File: src/rtl/adder_pkg.sv
// Shared definitions for the adder result-path blocks.
//   accf_state_t : frame accumulator FSM state
//   ADDER_SUM_W  : width of the 8-bit adder's sum output (carry included)
//   ACCF_ACC_W   : default frame accumulator width
//   ACCF_CNT_W   : default frame-length / beat-count width
package adder_pkg;

  typedef enum logic [1:0] {
    IDLE  = 2'd0,
    ACCUM = 2'd1,
    HOLD  = 2'd2
  } accf_state_t;

  localparam int ADDER_SUM_W = 9;
  localparam int ACCF_ACC_W  = 16;
  localparam int ACCF_CNT_W  = 8;

endpackage

File: src/rtl/adder_accum_frame_sat_add.sv
// sat_add: combinational unsigned saturating adder.
//   a   [ACC_W] : accumulator operand
//   b   [SUM_W] : narrower addend, zero-extended
//   y   [ACC_W] : a+b, clamped to all ones on carry-out
//   sat         : carry-out occurred, y was clamped
module sat_add #(
  parameter int ACC_W = 16,
  parameter int SUM_W = 9
) (
  input  logic [ACC_W-1:0] a,
  input  logic [SUM_W-1:0] b,
  output logic [ACC_W-1:0] y,
  output logic             sat
);

  logic [ACC_W:0] wide;

  // One extra bit catches the carry; ACC_W >= SUM_W keeps the pad width >= 1.
  assign wide = {1'b0, a} + {{(ACC_W + 1 - SUM_W){1'b0}}, b};
  assign sat  = wide[ACC_W];
  assign y    = sat ? {ACC_W{1'b1}} : wide[ACC_W-1:0];

endmodule

File: src/rtl/adder_accum_frame.sv
// adder_accum_frame: accumulates frame_len adder sums into a saturating
// total and hands the frame result to a sink over valid/ready.
//   clk, rst_n            : clock, async active-low reset
//   clear                 : sync abort, drops partial frame / pending result
//   frame_len [CNT_W]     : beats per frame (0 means 1), sampled on first beat
//   in_valid/in_ready     : input beat handshake, in_sum [SUM_W] payload
//   out_valid/out_ready   : result handshake
//   out_acc [ACC_W]       : saturated frame total
//   out_count [CNT_W]     : beats in the frame
//   out_ovf               : some add in the frame saturated
module adder_accum_frame
  import adder_pkg::*;
#(
  parameter int SUM_W = ADDER_SUM_W,
  parameter int ACC_W = ACCF_ACC_W,
  parameter int CNT_W = ACCF_CNT_W
) (
  input  logic             clk,
  input  logic             rst_n,
  input  logic             clear,
  input  logic [CNT_W-1:0] frame_len,
  input  logic             in_valid,
  output logic             in_ready,
  input  logic [SUM_W-1:0] in_sum,
  output logic             out_valid,
  input  logic             out_ready,
  output logic [ACC_W-1:0] out_acc,
  output logic [CNT_W-1:0] out_count,
  output logic             out_ovf
);

  accf_state_t      state, state_nxt;
  logic [ACC_W-1:0] acc;
  logic [CNT_W-1:0] cnt, cnt_inc, len_q, len_eff;
  logic             ovf, out_valid_q;
  logic [ACC_W-1:0] sum_y;
  logic             sum_sat;

  sat_add #(.ACC_W(ACC_W), .SUM_W(SUM_W)) u_sat_add (
    .a   (acc),
    .b   (in_sum),
    .y   (sum_y),
    .sat (sum_sat)
  );

  assign len_eff = (frame_len == '0) ? CNT_W'(1) : frame_len;
  assign cnt_inc = cnt + CNT_W'(1);

  // State register; out_valid is its own flop tracking entry into HOLD.
  always_ff @(posedge clk or negedge rst_n) begin
    if (!rst_n) begin
      state       <= IDLE;
      out_valid_q <= 1'b0;
    end else begin
      state       <= state_nxt;
      out_valid_q <= (state_nxt == HOLD);
    end
  end

  // Next state; clear overrides any handshake in the same cycle.
  always_comb begin
    state_nxt = state;
    if (clear) begin
      state_nxt = IDLE;
    end else begin
      case (state)
        IDLE:    if (in_valid) state_nxt = (len_eff == CNT_W'(1)) ? HOLD : ACCUM;
        ACCUM:   if (in_valid && cnt_inc == len_q) state_nxt = HOLD;
        HOLD:    if (out_ready) state_nxt = IDLE;
        default: state_nxt = IDLE;
      endcase
    end
  end

  // Outputs: in_ready depends on state only, results come straight from regs.
  always_comb begin
    in_ready  = (state != HOLD);
    out_valid = out_valid_q;
    out_acc   = acc;
    out_count = cnt;
    out_ovf   = ovf;
  end

  // Datapath. In IDLE/ACCUM in_ready is 1, so in_valid alone marks a beat.
  always_ff @(posedge clk or negedge rst_n) begin
    if (!rst_n) begin
      acc   <= '0;
      cnt   <= '0;
      ovf   <= 1'b0;
      len_q <= CNT_W'(1);
    end else if (clear) begin
      acc <= '0;
      cnt <= '0;
      ovf <= 1'b0;
    end else begin
      case (state)
        IDLE: if (in_valid) begin
          len_q <= len_eff;
          acc   <= {{(ACC_W - SUM_W){1'b0}}, in_sum};
          cnt   <= CNT_W'(1);
          ovf   <= 1'b0;
        end
        ACCUM: if (in_valid) begin
          acc <= sum_y;
          cnt <= cnt_inc;
          ovf <= ovf | sum_sat;
        end
        HOLD: if (out_ready) begin
          acc <= '0;
          cnt <= '0;
          ovf <= 1'b0;
        end
        default: ;
      endcase
    end
  end

endmodule
File: config.mk
export PLATFORM = sky130hd
export DESIGN_NAME = adder_accum_frame
export DESIGN_NICKNAME = d
export VERILOG_FILES = /design/src/rtl/adder_pkg.sv /design/src/rtl/adder_accum_frame_sat_add.sv /design/src/rtl/adder_accum_frame.sv
export SDC_FILE = /design/constraint.sdc
export NUM_CORES = 1
export LEC_CHECK = 0
export ABC_AREA = 1
export CAP_MARGIN = 20
export CORE_ASPECT_RATIO = 1.4
export CORE_MARGIN = 5
export CORE_UTILIZATION = 30
export DETAILED_ROUTE_END_ITERATION = 6
export DONT_BUFFER_PORTS = 1
export GPL_TIMING_DRIVEN = 0
export SETUP_SLACK_MARGIN = 0.3
export SLEW_MARGIN = 20
export SYNTH_ARGS = -nofsm -noshare
export SYNTH_HDL_FRONTEND = slang
export SYNTH_SLANG_ARGS = --single-unit
File: constraint.sdc
create_clock -name clk -period 3.2 [get_ports clk]
set_clock_uncertainty 0.2 [all_clocks]
set_input_delay 0.16 -clock clk [delete_from_list [all_inputs] [get_ports clk]]
set_output_delay 0.16 -clock clk [all_outputs]
set_load 0.02 [all_outputs]
==> results.cfg <==
[status]
outcome = finished clean

[sta]
rsz0062_at_grt = false
period_share_pct = 81.8
worst_pin_slew_ns = 0.571
slew_viol_final = 0
fin_tns_setup_ns = 0
slew_headroom_pct = 61.9
max_clock_freq_mhz = 382
setup_viol_count_final = 0
hold_viol = 0
period_needed_ns = 2.62

[grt]
grt_pass1_wl_mm = 11.7
grt_pass1_vias = 2482
antenna_found_initial = 0
grt_max_degree = 37
grt.total_usage_pct = 14.1
grt_overflow_total = 0

[setup_path]
cp-start-kind = flop
cp_max_fo = 10
cp.arrival_ns = 2.58
end_kind = flop
worst_r2r_path_depth = 13
crit_path_start = out_acc[0]
worstReg2RegStart = out_acc[0]
path_class = flop to flop
required_ns = 3.16

[synthesis]
ys_types = 35
async_flop_share_pct = 100
synth_edf_count = 0
ys_seq_elements = 36
syn_avg_cell_area_um2 = 7.17
synth-main-ff-cell = dfrtp_1
synth_seq_area_share_pct = 35.6
synth_area_um2 = 2540
ys_warn_count = 0
synth_nets = 391
yosys-top-cells-area = dfrtp_1 (35%), nand2_1 (14%), nand3_1 (8.9%)
synth_top_area_share_pct = 34.5
netlist_instances = 354
synth_area_leader_cell = dfrtp_1

[clock_network]
cts_buffers = 5
cts_max_path_buffers = 2
clk_latency_ns = 0.29
post_cts_resized = 0
cts_setup_buffers = 0
cts_hold_buf = 27
cts_htree_levels = 2
cts_tree = done
cts_root_buf = clkbuf_16
clock_sinks = 36
cts.clk_slew.worst_paths_ns = 0.06

[routing]
drt-pass1-iter-count = 4
wirelength_mm = 7.04
vias_per_cell = 5.02
drt_iter0_markers = 106
num_vias = 2465
routedWlPerCell_um = 14.3
postRouteAntennaNets = 0
drc = 0

[hold_path]
hp-class = primary input to flop
hp-start = in_sum[3]
min_path_cells = 3

[run]
drv_cap = 0

[floorplan]
die_w_um = 87.7
core_area_um2 = 8200
die-area_um2 = 10400
io_pins = 49
die_h_um = 119
rows = 39
initial_core_util_pct = 31.0

[finish]
drive_above_1_share_pct = 8.74
final_area_um2 = 3110
n_fill_cell = 860
area_growth_syn_to_layout_pct = 22.7
nNetsFinal = 425
antennaDiodeCount = 0
layoutNonFillerInstCount = 491

[power]
vdd_ir_drop_max_mv = 0.357
p_switching_uw = 468
seq_power_share_pct = 38.7
power_frac_clock_pct = 39.2
p_int_uw = 997
power_uw = 1470
p_comb_share_pct = 22.1
p_leak_uw = 0.00150
p_per_area_nw_per_um2 = 471
swShare_pct = 32.0

[placed_design]
place_congestion = 0.828
dp_hpwl_mm = 5.09
place_area_um2 = 2670
io_buffers = 0
dpl.cell_count = 456
power groups by stage:
stage          sequential, uW  combinational (uW)  clock [uW]
5_1_grt                   574                 374         601
3_3_place_gp              573                 274           0
2_1_floorplan             562                 225           0
6_report                  567                 324         574
4_1_cts                   568                 326         584
3_5_place_dp              576                 281           0
Yosys cell counts, types with 2 or more instances:
cell,instances
nand3_1,45
o21ai_2,3
nor3_1,5
inv_1,42
o21ai_1,3
nand2_2,2
a21oi_2,3
o22ai_1,5
xor2_1,5
buf_4,2
nand2_1,98
a21boi_0,3
nand3b_1,2
o21ai_0,29
clkbuf_1,2
dfrtp_1,35
nor2_2,2
nor2_1,19
a21oi_1,11
inv_2,3
ha_1,14
nor2_4,4
nand4_1,4
a31oi_1,2
sequential cells by signal, summed over array words and instances, names as in the netlist:
signal	cells
len_q	8
out_acc	16
out_count	8
out_ovf	1
out_valid	1
state	2
layout by cell type, fill, tap and decap left out, types with 3 or more instances in the layout:
cell type	instances
o21ai_0	29
nor2_4	4
dfrtp_1	35
xor2_1	5
a21oi_2	3
nor2_1	19
a21oi_1	11
nor3_1	5
clkbuf_16	5
inv_2	3
o21ai_1	3
o21ai_2	3
o22ai_1	5
inv_1	42
nand3_1	45
dlygate4sd3_1	26
nand2_1	98
nand4_1	4
a21boi_0	3
ha_1	14
critical path: stages (launching register included):
cell     delay [ns]
dfrtp_1        0.47
ha_1           0.25
fa_1           0.39
nand2_1        0.08
inv_1          0.05
o21ai_1        0.11
nand2_1        0.12
nand2_1        0.10
nand2_2        0.08
nand3_1        0.09
nand2_1        0.07
buf_4          0.17
o21ai_0        0.22
nand3_1        0.10
cell families after synthesis:
| group | count (synthesis) | synth area share, % |
|---|---|---|
| simple gates | 182 | 31.8 |
| compound gates | 62 | 14.3 |
| fa+ha+maj | 15 | 7.69 |
| buf+inv | 53 | 8.58 |
| xor+xnor | 6 | 2.07 |
| flops | 36 | 35.6 |
cell type report:
class / instances / area, um^2 / area share [%]
plain buffers: 6 / 38.8 / 1.25
flip-flops and latches: 36 / 902 / 29.0
clock buffers: 5 / 125 / 4.02
repair buffers: 27 / 280 / 9.00
clock inverters: 3 / 42.5 / 1.37
inverters: 47 / 179 / 5.75
well taps: 102 / 128 / 4.10
multi-input cells: 265 / 1420 / 45.5
per-layer routing:
metal,track usage (%),part of all wire (%),wire length (um),up-vias
met5,0,0,0,-
met4,6.43,3.0,211,0
met3,4.42,7.5,529,17
met2,24.5,50,3530,70
met1,15.3,39,2770,1148
li1,-,-,-,1230
through the flow:
stage               util [%]  setup WS [ns]  hold slack [ns]
global placement        32.5          0.637           -0.333
floorplan                  -          0.823           -0.336
global route            38.0          0.374           0.0209
finish                  38.0          0.583           0.0100
CTS                     38.0          0.599          0.00391
detailed placement      32.5          0.626           -0.333
worst paths after layout:
path | endpoint | slack (ns)
worst max register to register | out_acc[8] | 0.58
worst min-delay path | out_acc[3] | 0.01
worst min register to register | len_q[0] | 0.29
min in group asynchronous | out_acc[10] | 0.14
max in group asynchronous | len_q[0] | 2.40
worst max-delay path | out_acc[8] | 0.58
No activity file was read; power rests on OpenSTA's default activity.
